### src/rtl/etapa_pkg.sv
`default_nettype none
// ============================================================================
// Module      : etapa_pkg
// Description : Shared types and constants for the ID (decode) stage:
//               opclass enum, RV32I opcodes, decoded beat payload and NOP.
// Revision    : 1.0 - initial release
// ============================================================================
package etapa_pkg;

  typedef enum logic [3:0] {
    OC_LUI     = 4'd0,
    OC_AUIPC   = 4'd1,
    OC_JAL     = 4'd2,
    OC_JALR    = 4'd3,
    OC_BRANCH  = 4'd4,
    OC_LOAD    = 4'd5,
    OC_STORE   = 4'd6,
    OC_OPIMM   = 4'd7,
    OC_OP      = 4'd8,
    OC_FENCE   = 4'd9,
    OC_SYSTEM  = 4'd10,
    OC_ILLEGAL = 4'd11
  } opclass_t;

  localparam logic [6:0] OPC_LUI    = 7'b0110111;
  localparam logic [6:0] OPC_AUIPC  = 7'b0010111;
  localparam logic [6:0] OPC_JAL    = 7'b1101111;
  localparam logic [6:0] OPC_JALR   = 7'b1100111;
  localparam logic [6:0] OPC_BRANCH = 7'b1100011;
  localparam logic [6:0] OPC_LOAD   = 7'b0000011;
  localparam logic [6:0] OPC_STORE  = 7'b0100011;
  localparam logic [6:0] OPC_OPIMM  = 7'b0010011;
  localparam logic [6:0] OPC_OP     = 7'b0110011;
  localparam logic [6:0] OPC_FENCE  = 7'b0001111;
  localparam logic [6:0] OPC_SYSTEM = 7'b1110011;

  localparam logic [31:0] NOP_INSTR = 32'h00000013;

  // Payload held in both buffer entries; RV32I so pc/imm are 32 bits.
  typedef struct packed {
    logic [31:0] pc;
    opclass_t    opclass;
    logic [4:0]  rs1;
    logic [4:0]  rs2;
    logic [4:0]  rd;
    logic [2:0]  funct3;
    logic        funct7b5;
    logic [31:0] imm;
    logic        reg_we;
    logic        illegal;
  } decoded_t;

  // Decode of ADDI x0,x0,0 at pc 0.
  localparam decoded_t NOP_DECODED = '{
    pc:       32'd0,
    opclass:  OC_OPIMM,
    rs1:      5'd0,
    rs2:      5'd0,
    rd:       5'd0,
    funct3:   3'd0,
    funct7b5: 1'b0,
    imm:      32'd0,
    reg_we:   1'b0,
    illegal:  1'b0
  };

endpackage
`default_nettype wire

### src/rtl/decode_stage_if.sv
`default_nettype none
// ============================================================================
// Module      : decode_stage_if
// Description : Fetch->decode and decode->execute handshakes plus the
//               flush / load-hazard sideband seen by the decode stage.
// Revision    : 1.0 - initial release
// ============================================================================
interface decode_stage_if #(
  parameter int XLEN = 32
) ();
  import etapa_pkg::*;

  logic            if_valid;
  logic            if_ready;
  logic [XLEN-1:0] if_pc;
  logic [31:0]     if_instr;
  logic            flush;
  logic            ex_load_valid;
  logic [4:0]      ex_load_rd;
  logic            id_valid;
  logic            id_ready;
  logic [XLEN-1:0] id_pc;
  opclass_t        id_opclass;
  logic [4:0]      id_rs1;
  logic [4:0]      id_rs2;
  logic [4:0]      id_rd;
  logic [2:0]      id_funct3;
  logic            id_funct7b5;
  logic [XLEN-1:0] id_imm;
  logic            id_reg_we;
  logic            id_illegal;

  // Decode stage side.
  modport slave (
    input  if_valid, if_pc, if_instr, flush, ex_load_valid, ex_load_rd, id_ready,
    output if_ready, id_valid, id_pc, id_opclass, id_rs1, id_rs2, id_rd,
           id_funct3, id_funct7b5, id_imm, id_reg_we, id_illegal
  );

  // Surrounding pipeline side (fetch, execute).
  modport master (
    output if_valid, if_pc, if_instr, flush, ex_load_valid, ex_load_rd, id_ready,
    input  if_ready, id_valid, id_pc, id_opclass, id_rs1, id_rs2, id_rd,
           id_funct3, id_funct7b5, id_imm, id_reg_we, id_illegal
  );
endinterface
`default_nettype wire

### src/rtl/rv32i_decoder.sv
`default_nettype none
// ============================================================================
// Module      : rv32i_decoder
// Description : Purely combinational RV32I field decoder. The pc field of the
//               result is left zero; the stage fills it in.
// Revision    : 1.0 - initial release
// ============================================================================
module rv32i_decoder
  import etapa_pkg::*;
(
  input  logic [31:0] instr,
  output decoded_t    dec
);

  opclass_t oc;

  // Classify the opcode, then pick register fields and immediate per class.
  always_comb begin
    dec          = '0;
    dec.funct3   = instr[14:12];
    dec.funct7b5 = instr[30];

    oc = OC_ILLEGAL;
    if (instr[1:0] == 2'b11) begin
      case (instr[6:0])
        OPC_LUI:    oc = OC_LUI;
        OPC_AUIPC:  oc = OC_AUIPC;
        OPC_JAL:    oc = OC_JAL;
        OPC_JALR:   oc = OC_JALR;
        OPC_BRANCH: oc = OC_BRANCH;
        OPC_LOAD:   oc = OC_LOAD;
        OPC_STORE:  oc = OC_STORE;
        OPC_OPIMM:  oc = OC_OPIMM;
        OPC_OP:     oc = OC_OP;
        OPC_FENCE:  oc = OC_FENCE;
        OPC_SYSTEM: oc = OC_SYSTEM;
        default:    oc = OC_ILLEGAL;
      endcase
    end
    dec.opclass = oc;
    dec.illegal = (oc == OC_ILLEGAL);

    case (oc)
      OC_LUI, OC_AUIPC: begin
        dec.rd  = instr[11:7];
        dec.imm = {instr[31:12], 12'd0};
      end
      OC_JAL: begin
        dec.rd  = instr[11:7];
        dec.imm = {{11{instr[31]}}, instr[31], instr[19:12], instr[20], instr[30:21], 1'b0};
      end
      OC_JALR, OC_LOAD, OC_OPIMM, OC_FENCE, OC_SYSTEM: begin
        dec.rs1 = instr[19:15];
        dec.rd  = instr[11:7];
        dec.imm = {{20{instr[31]}}, instr[31:20]};
      end
      OC_BRANCH: begin
        dec.rs1 = instr[19:15];
        dec.rs2 = instr[24:20];
        dec.imm = {{19{instr[31]}}, instr[31], instr[7], instr[30:25], instr[11:8], 1'b0};
      end
      OC_STORE: begin
        dec.rs1 = instr[19:15];
        dec.rs2 = instr[24:20];
        dec.imm = {{20{instr[31]}}, instr[31:25], instr[11:7]};
      end
      OC_OP: begin
        dec.rs1 = instr[19:15];
        dec.rs2 = instr[24:20];
        dec.rd  = instr[11:7];
      end
      default: ;
    endcase

    // FENCE and branch/store never write; ILLEGAL has rd forced to zero above.
    dec.reg_we = (dec.rd != 5'd0) && (oc != OC_FENCE) && (oc != OC_ILLEGAL);
  end

endmodule
`default_nettype wire

### src/rtl/decode_stage.sv
`default_nettype none
// ============================================================================
// Module      : decode_stage
// Description : ID pipeline stage. Decodes fetch beats at the input and
//               buffers decoded payloads in a 2-entry skid buffer (main +
//               skid), with load-use interlock and branch flush.
// Revision    : 1.0 - initial release
// ============================================================================
module decode_stage
  import etapa_pkg::*;
#(
  parameter int XLEN      = 32,
  parameter bit RESET_NOP = 1'b1
) (
  input  logic          clk,
  input  logic          reset,
  decode_stage_if.slave bus
);

  localparam decoded_t RST_VAL = RESET_NOP ? NOP_DECODED : decoded_t'('0);

  decoded_t        w_dec;
  decoded_t        w_in;
  logic [XLEN-1:0] w_pc;
  decoded_t        r_main;
  decoded_t        r_skid;
  logic            r_main_valid;
  logic            r_skid_valid;
  logic            w_haz;
  logic            w_cons;
  logic            w_accept;
  logic            w_main_free;

  rv32i_decoder u_dec (
    .instr (bus.if_instr),
    .dec   (w_dec)
  );

  assign w_pc = bus.if_pc;

  // Attach the fetch pc to the freshly decoded fields.
  always_comb begin
    w_in    = w_dec;
    w_in.pc = w_pc;
  end

  // Load-use interlock: unused source registers decode as x0, so they never match.
  assign w_haz = r_main_valid && bus.ex_load_valid && (bus.ex_load_rd != 5'd0) &&
                 ((bus.ex_load_rd == r_main.rs1) || (bus.ex_load_rd == r_main.rs2));

  assign bus.id_valid = r_main_valid && !w_haz;
  assign w_cons       = bus.id_valid && bus.id_ready;
  assign bus.if_ready = !r_skid_valid;
  assign w_accept     = bus.if_valid && bus.if_ready;
  assign w_main_free  = !r_main_valid || w_cons;

  // Buffer update: flush kills everything, otherwise skid drains into main first
  // so beats leave in arrival order.
  always_ff @(posedge clk) begin
    if (reset) begin
      r_main_valid <= 1'b0;
      r_skid_valid <= 1'b0;
      r_main       <= RST_VAL;
      r_skid       <= RST_VAL;
    end else if (bus.flush) begin
      r_main_valid <= 1'b0;
      r_skid_valid <= 1'b0;
    end else if (w_main_free) begin
      if (r_skid_valid) begin
        r_main       <= r_skid;
        r_main_valid <= 1'b1;
        r_skid_valid <= w_accept;
        if (w_accept) r_skid <= w_in;
      end else begin
        r_main_valid <= w_accept;
        if (w_accept) r_main <= w_in;
      end
    end else if (w_accept) begin
      r_skid       <= w_in;
      r_skid_valid <= 1'b1;
    end
  end

  assign bus.id_pc       = r_main.pc;
  assign bus.id_opclass  = r_main.opclass;
  assign bus.id_rs1      = r_main.rs1;
  assign bus.id_rs2      = r_main.rs2;
  assign bus.id_rd       = r_main.rd;
  assign bus.id_funct3   = r_main.funct3;
  assign bus.id_funct7b5 = r_main.funct7b5;
  assign bus.id_imm      = r_main.imm;
  assign bus.id_reg_we   = r_main.reg_we;
  assign bus.id_illegal  = r_main.illegal;

endmodule
`default_nettype wire

### src/flat_wrapper.sv
// flat-port wrapper written by rule: the top's interface ports become plain ports
module decode_stage_flat import etapa_pkg::*;
#(
  parameter int XLEN      = 32,
  parameter bit RESET_NOP = 1'b1
)
  (clk, reset, bus_if_valid, bus_if_pc, bus_if_instr, bus_flush, bus_ex_load_valid, bus_ex_load_rd, bus_id_ready, bus_if_ready, bus_id_valid, bus_id_pc, bus_id_opclass, bus_id_rs1, bus_id_rs2, bus_id_rd, bus_id_funct3, bus_id_funct7b5, bus_id_imm, bus_id_reg_we, bus_id_illegal);
  decode_stage_if #(.XLEN(XLEN)) bus_i ();
  input  logic clk;
  input  logic reset;
  input wire logic [$bits(bus_i.if_valid)-1:0] bus_if_valid;
  input wire logic [$bits(bus_i.if_pc)-1:0] bus_if_pc;
  input wire logic [$bits(bus_i.if_instr)-1:0] bus_if_instr;
  input wire logic [$bits(bus_i.flush)-1:0] bus_flush;
  input wire logic [$bits(bus_i.ex_load_valid)-1:0] bus_ex_load_valid;
  input wire logic [$bits(bus_i.ex_load_rd)-1:0] bus_ex_load_rd;
  input wire logic [$bits(bus_i.id_ready)-1:0] bus_id_ready;
  output wire logic [$bits(bus_i.if_ready)-1:0] bus_if_ready;
  output wire logic [$bits(bus_i.id_valid)-1:0] bus_id_valid;
  output wire logic [$bits(bus_i.id_pc)-1:0] bus_id_pc;
  output wire logic [$bits(bus_i.id_opclass)-1:0] bus_id_opclass;
  output wire logic [$bits(bus_i.id_rs1)-1:0] bus_id_rs1;
  output wire logic [$bits(bus_i.id_rs2)-1:0] bus_id_rs2;
  output wire logic [$bits(bus_i.id_rd)-1:0] bus_id_rd;
  output wire logic [$bits(bus_i.id_funct3)-1:0] bus_id_funct3;
  output wire logic [$bits(bus_i.id_funct7b5)-1:0] bus_id_funct7b5;
  output wire logic [$bits(bus_i.id_imm)-1:0] bus_id_imm;
  output wire logic [$bits(bus_i.id_reg_we)-1:0] bus_id_reg_we;
  output wire logic [$bits(bus_i.id_illegal)-1:0] bus_id_illegal;
  assign bus_i.if_valid = bus_if_valid;
  assign bus_i.if_pc = bus_if_pc;
  assign bus_i.if_instr = bus_if_instr;
  assign bus_i.flush = bus_flush;
  assign bus_i.ex_load_valid = bus_ex_load_valid;
  assign bus_i.ex_load_rd = bus_ex_load_rd;
  assign bus_i.id_ready = bus_id_ready;
  assign bus_if_ready = bus_i.if_ready;
  assign bus_id_valid = bus_i.id_valid;
  assign bus_id_pc = bus_i.id_pc;
  assign bus_id_opclass = bus_i.id_opclass;
  assign bus_id_rs1 = bus_i.id_rs1;
  assign bus_id_rs2 = bus_i.id_rs2;
  assign bus_id_rd = bus_i.id_rd;
  assign bus_id_funct3 = bus_i.id_funct3;
  assign bus_id_funct7b5 = bus_i.id_funct7b5;
  assign bus_id_imm = bus_i.id_imm;
  assign bus_id_reg_we = bus_i.id_reg_we;
  assign bus_id_illegal = bus_i.id_illegal;
  decode_stage #(.XLEN(XLEN), .RESET_NOP(RESET_NOP)) u_core (.clk(clk), .reset(reset), .bus(bus_i));
endmodule
### config.mk
export PLATFORM = sky130hd
export DESIGN_NAME = decode_stage_flat
export DESIGN_NICKNAME = d
export VERILOG_FILES = /design/src/rtl/etapa_pkg.sv /design/src/rtl/decode_stage_if.sv /design/src/rtl/rv32i_decoder.sv /design/src/rtl/decode_stage.sv /design/src/flat_wrapper.sv
export SDC_FILE = /design/constraint.sdc
export NUM_CORES = 1
export LEC_CHECK = 0
export ABC_AREA = 1
export CAP_MARGIN = 20
export CORE_AREA = 2 2 165 118
export DETAILED_ROUTE_END_ITERATION = 12
export DIE_AREA = 0 0 167 120
export PLACE_DENSITY = 0.8
export SYNTH_ARGS = -nofsm -noshare
export SYNTH_HDL_FRONTEND = slang
export SYNTH_SLANG_ARGS = --single-unit
### constraint.sdc
create_clock -name clk -period 1.9 [get_ports clk]
set_input_delay 0.38 -clock clk [delete_from_list [all_inputs] [get_ports clk]]
set_output_delay 0.38 -clock clk [all_outputs]
set_load 0.01 [all_outputs]
==> results of run 1 <==
## kinds of logic after synthesis
kind of cell | after synthesis | share of synthesized area [%]
and+or+nand+nor | 643 | 29.9
buffers and inverters | 262 | 12.5
AOI/OAI and AO/OA | 254 | 15.3
DFF | 180 | 42.1
xor gates and xnor gates | 2 | 0.204
## layout by cell type, fill, tap and decap left out, types with 3 or more instances in the layout
| master | instances |
|---|---|
| a21oi_1 | 145 |
| a21oi_2 | 4 |
| a22oi_2 | 4 |
| buf_12 | 15 |
| buf_4 | 36 |
| buf_6 | 3 |
| bufinv_16 | 3 |
| clkbuf_16 | 23 |
| clkdlybuf4s50_1 | 156 |
| clkinv_4 | 3 |
| dfxtp_1 | 172 |
| dfxtp_2 | 7 |
| dlygate4sd2_1 | 5 |
| dlymetal6s2s_1 | 3 |
| inv_1 | 172 |
| inv_2 | 7 |
| inv_6 | 4 |
| nand2_1 | 470 |
| nand2_2 | 15 |
| nand2_4 | 6 |
| nand3_1 | 22 |
| nand3_2 | 4 |
| nor2_1 | 88 |
| nor2_2 | 5 |
| nor2_4 | 5 |
| nor3_1 | 20 |
| nor3_2 | 3 |
| o211ai_1 | 7 |
| o21ai_0 | 73 |
| o21ai_1 | 12 |
## state kept, by name (all words and copies together), names as in the netlist
signal and cells:
u_core.r_skid 89, u_core.bus.id_imm 32, u_core.bus.id_pc 32, u_core.bus.id_rd 5
u_core.bus.id_rs1 5, u_core.bus.id_rs2 5, u_core.bus.id_opclass 4, u_core.bus.id_funct3 3
u_core.bus.id_funct7b5 1, u_core.bus.id_illegal 1, u_core.bus.id_reg_we 1, u_core.r_main_valid 1
u_core.r_skid_valid 1
## power groups by stage
stage,logic (W),registers (W),clock network [W]
4_1_cts,0.00121,0.00400,0.00378
3_3_place_gp,0.00118,0.00408,0
6_report,0.00128,0.00400,0.00374
5_1_grt,0.00139,0.00401,0.00394
2_1_floorplan,0.000527,0.00412,0
3_5_place_dp,0.00120,0.00408,0
## through the flow
| step | utilization (%) | cells |
|---|---|---|
| global placement | 57.7 | 1721 |
| finish | 63.2 | 1763 |
| CTS | 61.0 | 1753 |
| floorplan | - | 1341 |
| detailed placement | 57.7 | 1721 |
| global route | 63.2 | 1762 |
## final cells by class
class	count	area, sq um
inverter	183	704
tap	242	303
timing repair buffer	225	2400
sequential	180	3620
clock inverter	15	194
clock buffer	17	425
multi-input combinational	900	4070
antenna	1	2.50
fill	1679	6830
## critical path: stages, from the launching register on
cell and delay [ns]:
dfxtp_2 0.35, inv_1 0.06, nand2_1 0.05, nand2_1 0.05
a21oi_1 0.11, nand3_1 0.10, nand2_2 0.09, a21boi_2 0.05
buf_2 0.14
## how the worst min path moves through the flow
stage | startpoint | endpoint | slack (ns)
final | u_core.r_skid[79] | u_core.r_skid[79] | 0.45
after detailed placement | u_core.r_skid[75] | u_core.r_skid[75] | 0.44
after CTS | u_core.r_skid[75] | u_core.r_skid[75] | 0.45
after floorplan | u_core.r_skid[58] | u_core.r_skid[58] | 0.43
after global placement | u_core.r_skid[66] | u_core.r_skid[66] | 0.44
after global routing | u_core.r_skid[76] | u_core.r_skid[76] | 0.47
## metal layers
layer / share of wire, % / global-route usage, % / up-vias
met5: 0.041 / 0 / -
met4: 1.5 / 5.39 / 2
met3: 9.2 / 6.17 / 41
met2: 43 / 37.9 / 376
met1: 46 / 35.9 / 4113
li1: - / - / 4463
## what timing repair did
item	CTS	global route
pin swaps	0	10
setup endpoints to repair	47	158
gates resized for setup	14	70
buffers inserted	0	2
cloned	0	7
==> results.sh, run 1 <==
export IMPL_outcome="finished clean"
export IMPL_powerDensity_nw_per_um2=769
export IMPL_core_area_sq_um=18600
export IMPL_power_switching_w=0.00238
export IMPL_grt_max_degree=59
export IMPL_drt_pass1_iter_count=5
export IMPL_rows=42
export IMPL_area_growth_pct=36.8
export IMPL_worstPathArrival_ns=1.43
export IMPL_fin_crit_ns=1.81
export IMPL_tightest_slew_ns=0.541
export IMPL_final_nets=1582
export IMPL_power_frac_clock_pct=41.5
export IMPL_drtAntennaViolNets=0
export IMPL_yosys_cell_types_count=31
export IMPL_start_util_pct=46.2
export IMPL_fmax_ghz=0.552
export IMPL_max_slew_margin_pct=63.9
export IMPL_max_cap_violations=0
export IMPL_critPathLaunch="u_core.bus.id_rs2[1]"
export IMPL_rsz0062_at_grt="true"
export IMPL_start_kind="flop"
export IMPL_crit_path_end="bus_id_valid"
export IMPL_dp_slack_ns=-0.569
export IMPL_vias=8995
export IMPL_worstSkewPairLatency_ns=0.43
export IMPL_chipHeight_um=120
export IMPL_rr_worst_depth=13
export IMPL_wire_per_inst_um=15.1
export IMPL_drc=0
export IMPL_synthMostInstantiatedCell="nand2_1"
export IMPL_ir_drop_v=0.000509
export IMPL_synth_commonest_cells="482 x nand2_1, 180 x dfxtp_1, 175 x inv_1"
export IMPL_drv_slew=0
export IMPL_p_int_w=0.00663
export IMPL_cts_sinks=180
export IMPL_synth_nets=1416
export IMPL_seq_area_frac_synth_pct=42.1
export IMPL_syn_inst=1341
export IMPL_cp_required_ns=1.52
export IMPL_r2r_slack_ns=0.12
export IMPL_finalWorstSetupSlack_ns=0.0871
export IMPL_syn_avg_cell_area_sq_um=6.39
export IMPL_first_iter_violations=1085
export IMPL_synth_area_leaders="dfxtp_1 42%, nand2_1 21%, a21oi_1 8.7%"
export IMPL_period_share_pct=95.4
export IMPL_grt_pass1_wl_mm=40.6
export IMPL_ys_warn_count=0
export IMPL_place_area_sq_um=10700
export IMPL_stdcell_area_sq_um=11700
export IMPL_async_reset_ff_share_pct=0
export IMPL_place_port_buffers=165
export IMPL_setup_viol=0
export IMPL_drt_total_wl_mm=26.7
export IMPL_grt_use_total_pct=25.0
export IMPL_hold_path_class="flop to flop"
export IMPL_cts_reportedPaths_clkPinSlew_ns=0.07
export IMPL_yosys_area_top_type="dfxtp_1"
export IMPL_dp_hpwl_mm=17.4
export IMPL_hold_viol_final=0
export IMPL_p_comb_share_pct=14.2
export IMPL_gr_total_overflow=0
export IMPL_clk_path_buf_depth=2
export IMPL_fp_dieW_um=167
export IMPL_seq_power_share_pct=44.4
export IMPL_holdPathStages=2
export IMPL_setup_tns_final_ns=0
export IMPL_rr_endpoint="u_core.r_skid[62]"
export IMPL_synth_edf_count=0
export IMPL_hold_buffers=0
export IMPL_path_max_fanout=3
export IMPL_syn_area_sq_um=8570
export IMPL_critPathKind="flop to output port"
export IMPL_antenna_found_initial=1
export IMPL_ys_flop_type="dfxtp_1"
export IMPL_ys_ff_latch=180
export IMPL_htreeDepth=4
export IMPL_avgViaCountPerCell=5.10
export IMPL_sw_frac_of_total_pct=26.4
export IMPL_gp_congestion=0.904
export IMPL_die_area_sq_um=20000
export IMPL_fin_skew_ns=0.00749
export IMPL_io_pins=166
export IMPL_cts_tree="done"
export IMPL_drive_above_1_share_pct=10.7
export IMPL_finalPower_w=0.00901
export IMPL_regToRegStartpoint="u_core.bus.id_rs2[1]"
export IMPL_p_leak_nw=5.44
export IMPL_crit_path_end_kind="output port"
export IMPL_synth_top_area_share_pct=42.1
export IMPL_hold_slack_ns=0.451
export IMPL_grt_pass1_vias=8066
export IMPL_root_buffer="clkbuf_16"
export IMPL_cts_buffers=17
(Power assumes the default switching activity.)
==> run 2, diff against run 1 <==
- HOLD_SLACK_MARGIN: unset -> 0.08
==> results of run 2 <==
The final DEF is identical to that of run 1; final timing and power are the same.
==> run 3, diff against run 2 <==
- HOLD_SLACK_MARGIN: 0.08 -> unset
- SLEW_MARGIN: unset -> 10
- TNS_END_PERCENT: unset -> 50
==> results.sh, run 3 (same netlist as run 1, synthesis figures left out) <==
export IMPL_cp_required_ns=2.23
export IMPL_grt_pass1_vias=8066
export IMPL_drive_above_1_share_pct=10.5
export IMPL_max_cap_violations=0
export IMPL_seq_power_share_pct=44.4
export IMPL_dp_cells=1721
export IMPL_fmax_ghz=0.538
export IMPL_drtAntennaViolNets=0
export IMPL_max_slew_margin_pct=64.4
export IMPL_fillerInstances=1679
export IMPL_path_max_fanout=6
export IMPL_grt_max_degree=59
export IMPL_hold_viol_final=0
export IMPL_layout_common_cells="470 x nand2_1, 173 x inv_1, 172 x dfxtp_1, 156 x clkdlybuf4s50_1, 145 x a21oi_1"
export IMPL_gr_total_overflow=0
export IMPL_hold_buffers=0
export IMPL_rsz0062_at_grt="true"
export IMPL_sw_frac_of_total_pct=26.5
export IMPL_ir_drop_v=0.000511
export IMPL_period_share_pct=97.8
export IMPL_drt_pass1_iter_count=8
export IMPL_power_frac_clock_pct=41.5
export IMPL_root_buffer="clkbuf_16"
export IMPL_powerDensity_nw_per_um2=770
export IMPL_tightest_slew_ns=0.534
export IMPL_rr_worst_depth=14
export IMPL_htreeDepth=4
export IMPL_regToRegStartpoint="u_core.bus.id_rs2[1]"
export IMPL_antenna_found_initial=1
export IMPL_critPathKind="input port to flop"
export IMPL_cts_tree="done"
export IMPL_crit_path_end="u_core.bus.id_rd[1]"
export IMPL_fin_crit_ns=1.86
export IMPL_hold_slack_ns=0.451
export IMPL_area_growth_pct=36.7
export IMPL_critPathLaunch="bus_if_instr[3]"
export IMPL_rr_endpoint="u_core.r_skid[8]"
export IMPL_finalWorstSetupSlack_ns=0.0427
export IMPL_place_port_buffers=165
export IMPL_io_pins=166
export IMPL_fin_skew_ns=0.0101
export IMPL_drt_total_wl_mm=26.7
export IMPL_ff_latch_area_sq_um=3620
export IMPL_grt_pass1_wl_mm=40.6
export IMPL_setup_viol=0
export IMPL_regMostFlops="u_core.r_skid"
export IMPL_finalPower_w=0.00901
export IMPL_multi_input_area_sq_um=4060
export IMPL_cts_sinks=180
export IMPL_rows=42
export IMPL_cts_buffers=17
export IMPL_power_switching_w=0.00239
export IMPL_drv_slew=0
export IMPL_clk_path_buf_depth=2
export IMPL_fp_dieW_um=167
export IMPL_gp_congestion=0.904
export IMPL_die_area_sq_um=20000
export IMPL_crit_path_end_kind="flop"
export IMPL_chipHeight_um=120
export IMPL_start_util_pct=46.2
export IMPL_outcome="finished clean"
export IMPL_start_kind="input port"
export IMPL_r2r_slack_ns=0.10
export IMPL_drc=0
export IMPL_dp_hpwl_mm=17.4
export IMPL_hold_path_class="flop to flop"
export IMPL_final_nets=1582
export IMPL_final_cells=1763
export IMPL_setup_tns_final_ns=0
export IMPL_wire_per_inst_um=15.1
export IMPL_worstSkewPairLatency_ns=0.43
export IMPL_layout_commonest_cell="nand2_1"
export IMPL_p_leak_nw=5.43
export IMPL_grt_use_total_pct=25.0
export IMPL_dp_slack_ns=-0.569
export IMPL_avgViaCountPerCell=5.07
export IMPL_p_comb_share_pct=14.1
export IMPL_vias=8940
export IMPL_core_area_sq_um=18600
export IMPL_cts_reportedPaths_clkPinSlew_ns=0.07
export IMPL_worstPathArrival_ns=2.19
export IMPL_largest_register_ffs=89
export IMPL_first_iter_violations=1014
export IMPL_p_int_w=0.00663
## run 3: critical path: stages
cell,delay [ns]
clkdlybuf4s50_1,0.48
inv_1,0.06
nand2_2,0.10
nor2_4,0.07
nand2_1,0.11
nand2_1,0.06
nor2_1,0.15
nand3_2,0.12
nand2_1,0.10
nor2_1,0.05
nor3_1,0.30
buf_4,0.18
nor2_1,0.04
## run 3: final cells by class
type                            count  share of cell area (%)
Multi-Input combinational cell    900                    34.7
Sequential cell                   180                    30.9
Timing Repair Buffer              225                    20.5
Inverter                          183                    6.02
Clock buffer                       17                    3.63
Tap cell                          242                    2.59
Clock inverter                     15                    1.66
Antenna cell                        1                  0.0214
## run 3: worst min-delay path by stage
stage,from,end,slack (ns),depth (start not counted)
after detailed placement,u_core.r_skid[75],u_core.r_skid[75],0.44,2
after CTS,u_core.r_skid[75],u_core.r_skid[75],0.45,2
final,u_core.r_skid[88],u_core.r_skid[88],0.45,2
after global routing,u_core.r_skid[76],u_core.r_skid[76],0.47,2
after floorplan,u_core.r_skid[58],u_core.r_skid[58],0.43,2
after global placement,u_core.r_skid[66],u_core.r_skid[66],0.44,2
## run 3: through the flow
stage	utilization (%)	cell area, sq um
after floorplan	-	8570
after global placement	57.7	10700
after detailed placement	57.7	10700
after CTS	61.0	11300
after global routing	63.1	11700
final	63.1	11700
## run 3: power groups by stage
stage	clock network, W	logic, W	registers, W
floorplan	0	0.000527	0.00412
global placement	0	0.00118	0.00408
global route	0.00394	0.00139	0.00401
detailed placement	0	0.00120	0.00408
CTS	0.00378	0.00121	0.00400
finish	0.00374	0.00127	0.00400
## run 3: layer usage
layer | wire length [um] | track usage [%]
met1 | 12700 | 35.9
met2 | 11500 | 37.9
met3 | 2150 | 6.17
met4 | 352 | 5.39
met5 | 11 | 0
## run 3: timing repair
item	4_1_cts	5_1_grt
setup endpoints to repair	47	158
setup buffers	0	2
pin swaps	0	10
cloned	0	7
hold endpoints to repair	0	0
gates resized for setup	14	66
